==> src/rtl/imem_boot_arbiter.sv <==
// ---------------------------------------------------------------------------
// imem_boot_arbiter
// Sequences every access to the single-port instruction BSRAM.
//   * After reset, copies BOOT_WORDS words from a combinational boot ROM into
//     BSRAM, one word per cycle. The CPU is held during the copy.
//   * Spends one SETTLE cycle presenting cpu_addr so that the registered BSRAM
//     read is primed before the CPU is released.
//   * In RUN the CPU owns the memory address and fetches through cpu_dout.
//   * A loader can open an exclusive write session (ld_start) while in RUN.
//     The session halts the CPU until ld_end.
//
// Ports
//   clk, rst_n            system clock, asynchronous active-low reset
//   boot_addr/boot_data   boot ROM address out / combinational data in
//   cpu_addr/cpu_dout     CPU fetch address in / fetched word out
//   cpu_run               CPU clock enable (high only in RUN)
//   ld_start/ld_end       open / close a loader session
//   ld_valid/ld_addr/
//   ld_data/ld_ready      loader write handshake
//   ld_count              words written in the current or last session
//   boot_done             sticky flag, set once the boot copy completes
//   busy                  high whenever the CPU is not running
//   mem_*                 Gowin_SP BSRAM macro interface
// ---------------------------------------------------------------------------
module imem_boot_arbiter #(
  parameter int ADDR_W     = 11,
  parameter int DATA_W     = 16,
  parameter int BOOT_WORDS = 16
) (
  input  logic              clk,
  input  logic              rst_n,
  output logic [ADDR_W-1:0] boot_addr,
  input  logic [DATA_W-1:0] boot_data,
  input  logic [ADDR_W-1:0] cpu_addr,
  output logic [DATA_W-1:0] cpu_dout,
  output logic              cpu_run,
  input  logic              ld_start,
  input  logic              ld_valid,
  input  logic [ADDR_W-1:0] ld_addr,
  input  logic [DATA_W-1:0] ld_data,
  output logic              ld_ready,
  input  logic              ld_end,
  output logic [ADDR_W:0]   ld_count,
  output logic              boot_done,
  output logic              busy,
  output logic              mem_ce,
  output logic              mem_oce,
  output logic              mem_wre,
  output logic [ADDR_W-1:0] mem_ad,
  output logic [DATA_W-1:0] mem_din,
  input  logic [DATA_W-1:0] mem_dout
);

  typedef enum logic [1:0] {
    ST_BOOT   = 2'd0,
    ST_SETTLE = 2'd1,
    ST_RUN    = 2'd2,
    ST_LOAD   = 2'd3
  } state_t;

  localparam logic [ADDR_W-1:0] BOOT_LAST = ADDR_W'(BOOT_WORDS - 1);
  // ld_count saturates at the number of words in the memory (2**ADDR_W).
  localparam logic [ADDR_W:0]   LD_MAX    = {1'b1, {ADDR_W{1'b0}}};

  state_t            state_r;
  state_t            state_nxt_s;
  logic [ADDR_W-1:0] boot_cnt_r;
  logic [ADDR_W:0]   ld_count_r;
  logic              boot_done_r;
  logic              boot_last_s;
  logic              ld_xfer_s;

  assign boot_last_s = (boot_cnt_r == BOOT_LAST);
  assign ld_xfer_s   = (state_r == ST_LOAD) && ld_valid;

  // State register.
  always_ff @(posedge clk or negedge rst_n) begin
    if (!rst_n) begin
      state_r <= ST_BOOT;
    end else begin
      state_r <= state_nxt_s;
    end
  end

  // Next-state decode.
  always_comb begin
    state_nxt_s = state_r;
    case (state_r)
      ST_BOOT: begin
        if (boot_last_s) begin
          state_nxt_s = ST_SETTLE;
        end else begin
          state_nxt_s = ST_BOOT;
        end
      end
      ST_SETTLE: begin
        state_nxt_s = ST_RUN;
      end
      ST_RUN: begin
        if (ld_start) begin
          state_nxt_s = ST_LOAD;
        end else begin
          state_nxt_s = ST_RUN;
        end
      end
      ST_LOAD: begin
        if (ld_end) begin
          state_nxt_s = ST_SETTLE;
        end else begin
          state_nxt_s = ST_LOAD;
        end
      end
      default: begin
        state_nxt_s = ST_BOOT;
      end
    endcase
  end

  // Output decode: memory port mux and status flags, with no added latency.
  always_comb begin
    mem_wre  = 1'b0;
    mem_ad   = cpu_addr;
    mem_din  = {DATA_W{1'b0}};
    cpu_run  = 1'b0;
    ld_ready = 1'b0;
    case (state_r)
      ST_BOOT: begin
        mem_wre = 1'b1;
        mem_ad  = boot_cnt_r;
        mem_din = boot_data;
      end
      ST_SETTLE: begin
        // Present the CPU address so the first RUN cycle sees valid data.
        mem_wre = 1'b0;
        mem_ad  = cpu_addr;
      end
      ST_RUN: begin
        cpu_run = 1'b1;
        mem_ad  = cpu_addr;
      end
      ST_LOAD: begin
        ld_ready = 1'b1;
        mem_wre  = ld_valid;
        mem_ad   = ld_addr;
        mem_din  = ld_data;
      end
      default: begin
        mem_wre = 1'b0;
      end
    endcase
  end

  // Boot copy address counter. It only advances while copying.
  always_ff @(posedge clk or negedge rst_n) begin
    if (!rst_n) begin
      boot_cnt_r <= {ADDR_W{1'b0}};
    end else if ((state_r == ST_BOOT) && !boot_last_s) begin
      boot_cnt_r <= boot_cnt_r + {{(ADDR_W-1){1'b0}}, 1'b1};
    end
  end

  // Sticky boot-complete flag.
  always_ff @(posedge clk or negedge rst_n) begin
    if (!rst_n) begin
      boot_done_r <= 1'b0;
    end else if ((state_r == ST_BOOT) && boot_last_s) begin
      boot_done_r <= 1'b1;
    end
  end

  // Session word counter: cleared when a session opens, held afterwards.
  always_ff @(posedge clk or negedge rst_n) begin
    if (!rst_n) begin
      ld_count_r <= {(ADDR_W+1){1'b0}};
    end else if ((state_r == ST_RUN) && ld_start) begin
      ld_count_r <= {(ADDR_W+1){1'b0}};
    end else if (ld_xfer_s && (ld_count_r != LD_MAX)) begin
      ld_count_r <= ld_count_r + {{ADDR_W{1'b0}}, 1'b1};
    end
  end

  assign boot_addr = boot_cnt_r;
  assign cpu_dout  = mem_dout;
  assign busy      = ~cpu_run;
  assign ld_count  = ld_count_r;
  assign boot_done = boot_done_r;
  assign mem_ce    = 1'b1;
  assign mem_oce   = 1'b1;

endmodule

==> config.mk <==
export PLATFORM = sky130hd
export DESIGN_NAME = imem_boot_arbiter
export DESIGN_NICKNAME = d
export VERILOG_FILES = /design/src/rtl/imem_boot_arbiter.sv
export SDC_FILE = /design/constraint.sdc
export NUM_CORES = 1
export LEC_CHECK = 0
export ABC_CLOCK_PERIOD_IN_PS = 5740
export CORE_AREA = 4 4 77 79
export CTS_BUF_LIST = sky130_fd_sc_hd__clkbuf_4 sky130_fd_sc_hd__clkbuf_8
export DETAILED_ROUTE_END_ITERATION = 8
export DIE_AREA = 0 0 81 83
export GPL_TIMING_DRIVEN = 1
export PLACE_DENSITY_LB_ADDON = 0.12
export SYNTH_ARGS = -nofsm -noshare
export SYNTH_HDL_FRONTEND = slang
export SYNTH_SLANG_ARGS = --single-unit
==> constraint.sdc <==
create_clock -name clk -period 5.74 [get_ports clk]
set_clock_uncertainty 0.1 [all_clocks]
set_input_delay 1.148 -clock clk [delete_from_list [all_inputs] [get_ports clk]]
set_output_delay 1.148 -clock clk [all_outputs]
set_load 0.05 [all_outputs]
* After elaboration in Yosys (flattened, before gate mapping)
Index checks and enable logic that the tools add are counted.
Storage, ports and cells: input bits 75, bits in writable memories 0, memories 0, bits in latches 0, logic and storage cells 32, register bits after elaboration 26, ROM bits 0
Cells by class: equal/unequal tests 5, reduce and logical (&&, ||, !) cells 9, $add $sub $neg 2, shift-type cells 0, multipliers 0, div/mod/pow operators 0, order comparisons 0, multiplexer cells 11, bitwise operators 1
Operators with widths (number):
- case mux 11 bit (3 select lines) | 1
- case mux 16 bit (2 select lines) | 1
- 2-to-1 mux 12 bit | 2
- adder 12 x 1 -> 12 bit (second input constant) | 1
- inequality test 12 bit (second input constant) | 1
- adder 11 x 1 -> 11 bit (second input constant) | 1
- == test 11 x 4 -> 1 bit (second input constant) | 1
- case mux 2 bit (4 select lines) | 1
- logical AND 1 bit | 5
- == test 2 bit (second input constant) | 2
- 2-to-1 mux 1 bit | 4
- == test 2 x 1 -> 1 bit (second input constant) | 1
- logical NOT 2 bit | 1
- 2-to-1 mux 2 bit | 1
- case mux 1 bit (2 select lines) | 1
- nonzero test 2 bit | 1
- OR reduction 2 bit | 1
- logical NOT 1 bit | 1
- NOT 1 bit | 1

* Depth between registers and ports, before layout
word-level depth 5, depth in mapped cells 7

* Worst setup path after synthesis
OpenSTA, ideal clock, no wires.
path kind flip-flop to output port, from reg state_r[1], to out mem_ad[0], arrival 2.455 ns, required time 4.492 ns, stages on the path, launching flop included 5, buffers on the path 1, setup slack 2.037 ns, path through dfrtp_1 ha_1 clkbuf_1 a22oi_1 o21ai_0
On the way: longest elaborated chain between the ends 3, elaborated cells on any way between the ends 6
Ends and longest elaborated chain:
- start: declaration | RTL line 65 | state_t state_r;
- start signal: assignment | RTL line 81 | state_r <= state_nxt_s;
- == test 2 bit / == test 2 x 1 -> 1 bit (equally long branches) | RTL line 126 | case (state_r)
- OR reduction 2 bit (no line)
- case mux 11 bit (3 select lines) (*) | RTL line 126
- end: declaration | RTL line 49 | output logic [ADDR_W-1:0] mem_ad,
Mark *: on every way between the ends. The rest lies on a longest branch, timed or not.

* Final worst setup path
from reg state_r[1], to out mem_ad[1]
The elaborated chain is that of the path after synthesis.

==> impl_metrics.toml <==
[synth]
async_flop_share_pct = 100
synth_most_common_cell = "nor2_1"
synth_top_area_share_pct = 34.3
syn_area_sq_mm = 0.00190
synth_top_family_by_area = "simple AND/OR/NAND/NOR gates"
synthMuxAreaShare_pct = 3.03
avgSynthCellArea_sq_um = 8.18
synth_common_cells = "nor2_1 (32), a22oi_1 (27), dfrtp_1 (26)"
synth-edff-count = 0
synth_xor_area_share_pct = 6.46
synth_top_flop_cell = "dfrtp_1"
synth_area_leaders = "dfrtp_1 (34%), a22oi_1 (11%), buf_4 (7.1%)"
ys_seq_area_share_pct = 34.3
synth_compound_area_share_pct = 18.3
syn_inst = 232
yosysWarnings = 0
ys_seq_elements = 26
ys_types = 34
synth_simple_gate_area_share_pct = 21.8
synthAdderAreaFrac_pct = 4.62
yosys.area.top_type = "dfrtp_1"

[die]
initial_core_util_pct = 35.5
coreArea_sq_mm = 0.00534
fp-row-count = 27
pin_count = 148
die_y_um = 83
dieArea_sq_mm = 0.00672
die_w_um = 81

[hold_path]
worstHoldPathCells = 1
hp-start = "boot_done$_DFFE_PN0P_"
hold_path.class = "register to register"
hold_end = "boot_done$_DFFE_PN0P_"

[sta]
worstMarginPinSlew_ps = 923
timing.final.crit_share_pct = 72.9
period_minus_slack_ps = 4190
rsz0062_at_grt = "no"
clock.fmax_ghz = 0.239
fin_setup_tns_ps = 0
drv_slew = 0
slew_headroom_pct = 38.4
hold_ws_ps = 381
setup_viol = 0
setup_ws_ps = 1550
finalHoldViolCount = 0

[worst_setup_path]
worstPathMaxFanout = 28
crit_required_ps = 4490
cp_cell_sequence = "inv_1 -> ha_1 -> a22oi_1 -> o21ai_0 -> clkdlybuf4s50_1"
rr_worst_depth = 4
start_kind = "register"
rr_endpoint = "boot_addr[1]$_DFFE_PN0P_"
worstPathArrival_ps = 2940
crit_family = "buffers and inverters"
cp_slowest_cell = "ha_1"
cp-end-kind = "output port"
critPathBufInv = 2
worstSetupPathType = "register to output port"
slowest_delay_ps = 900
r2r_start = "boot_addr[7]$_DFFE_PN0P_"
r2r_slack_ps = 3580

[flow_run]
drv_cap = 0

[layout]
nFillCells = 513
n_antenna_cell = 0
register_area_sq_um = 651
syn2layout_area_growth_pct = 59.0
fin_cells = 394
multi_input_area_sq_mm = 0.00104
drive_gt1_share_pct = 4.35
nets = 405

[route]
highest_layer = "met4"
wl_met1_um = 2500
via_count = 1958
routed_via_density = 4.97
wl_met3_um = 483
drc = 0
routed_wl_um = 5700
initialDrtViolationCount = 122
dr_wl_met2_um = 2690
wl_per_cell_um = 14.5
first_pass_iters = 4
ant_nets = 0

[clock_network]
clk_pin_slew_ps = 90
insertion_delay_ps = 270
cts_tree = "done"
cts_resized = 0
clock-sinks = 26
cts_hold_repair.buffers = 0
cts_buffers = 3
ctsRootBufferMaster = "clkbuf_8"
cts.htree.levels = 1
clk_path_buf_depth = 2
cts_setup_buffers = 0

[place]
dp_cells = 390
dp_slack_ps = 1630
routabilityCongestion = 0.796
dpl.hpwl_um = 4310
io_buffers = 113

[grt]
grt_max_degree = 29
grt_pass1_vias = 1828
grt-ovfl-total = 0
grt_pass1_wl_um = 9010
grt_usage_pct = 16.4
antenna_found_initial = 0

[power]
power_density_mw_per_mm2 = 514
ir_worst_vdd_v = 0.000449
total_power_mw = 1.55
leakage_nw = 1.20

[run_status]
status = "finished clean"
where the power goes:
| part | switching, mW | internal [mW] | leakage [nW] |
|---|---|---|---|
| logic | 0.783 | 0.388 | 0.820 |
| clock network | 0.0578 | 0.0613 | 0.0288 |
| registers | 0.0457 | 0.215 | 0.346 |
| total | 0.886 | 0.664 | 1.20 |
sequential cells by signal (all words and copies together), names as in the netlist:
signal     count
boot_done      1
boot_addr     11
ld_count      12
state_r        2
area by class of cell:
class                      instances  area share [%]
timing repair buffer             116            38.3
sequential                        26            21.6
inverter                           8           0.996
tap                               72            2.99
multi-input combinational        168            34.4
clock buffer                       4            1.83
kinds of logic (layout without fill, tap and decap cells):
| group | Yosys count | in the layout |
|---|---|---|
| compound gates | 53 | 53 |
| xor+xnor | 14 | 14 |
| fa+ha+maj | 7 | 7 |
| buf+inv | 39 | 128 |
| flops | 26 | 26 |
| mux | 5 | 5 |
| other cells | 1 | 2 |
| simple gates | 87 | 87 |
worst max path at each step:
stage,startpoint,to,cells after the start
global route,state_r[1]$_DFF_PN0_,mem_ad[1],5
finish,state_r[1]$_DFF_PN0_,mem_ad[1],5
global placement,ld_valid,mem_wre,4
CTS,state_r[1]$_DFF_PN0_,mem_ad[1],5
detailed placement,ld_valid,mem_wre,4
floorplan,state_r[1]$_DFF_PN0_,mem_ad[0],4
per-layer routing:
layer | vias up | global-route usage (%)
met4 | 0 | 2.61
met3 | 6 | 5.21
met1 | 904 | 21.6
li1 | 972 | -
met5 | - | 0
met2 | 76 | 26.5
cells in the final DEF (no fill, tap or decap), drive strengths merged, types with 2 or more instances in the layout:
master         instances
clkdlybuf4s50        113
nor2                  32
a22oi                 27
dfrtp                 26
nand2                 23
o21ai                 15
xnor2                 12
inv                    8
nand3                  7
ha                     7
a21oi                  6
nor3                   6
nand4                  5
clkbuf                 4
nor4                   3
buf                    3
mux2                   3
nor2b                  2
or4                    2
or3                    2
mux2i                  2
and3                   2
xor2                   2
conb                   2
per-stage QoR:
stage          util, %  cell area, sq um
2_1_floorplan        -              1900
3_3_place_gp      55.5              2960
3_5_place_dp      55.5              2960
4_1_cts           56.5              3020
5_1_grt           56.5              3020
6_report          56.5              3020
worst register-to-register path, stage by stage, from the launching register on:
cell and delay (ps):
dfrtp_1 460, or4_4 550, or4_4 560, nand2_4 110, mux2_4 290
No activity file was read; power rests on OpenSTA's default activity.
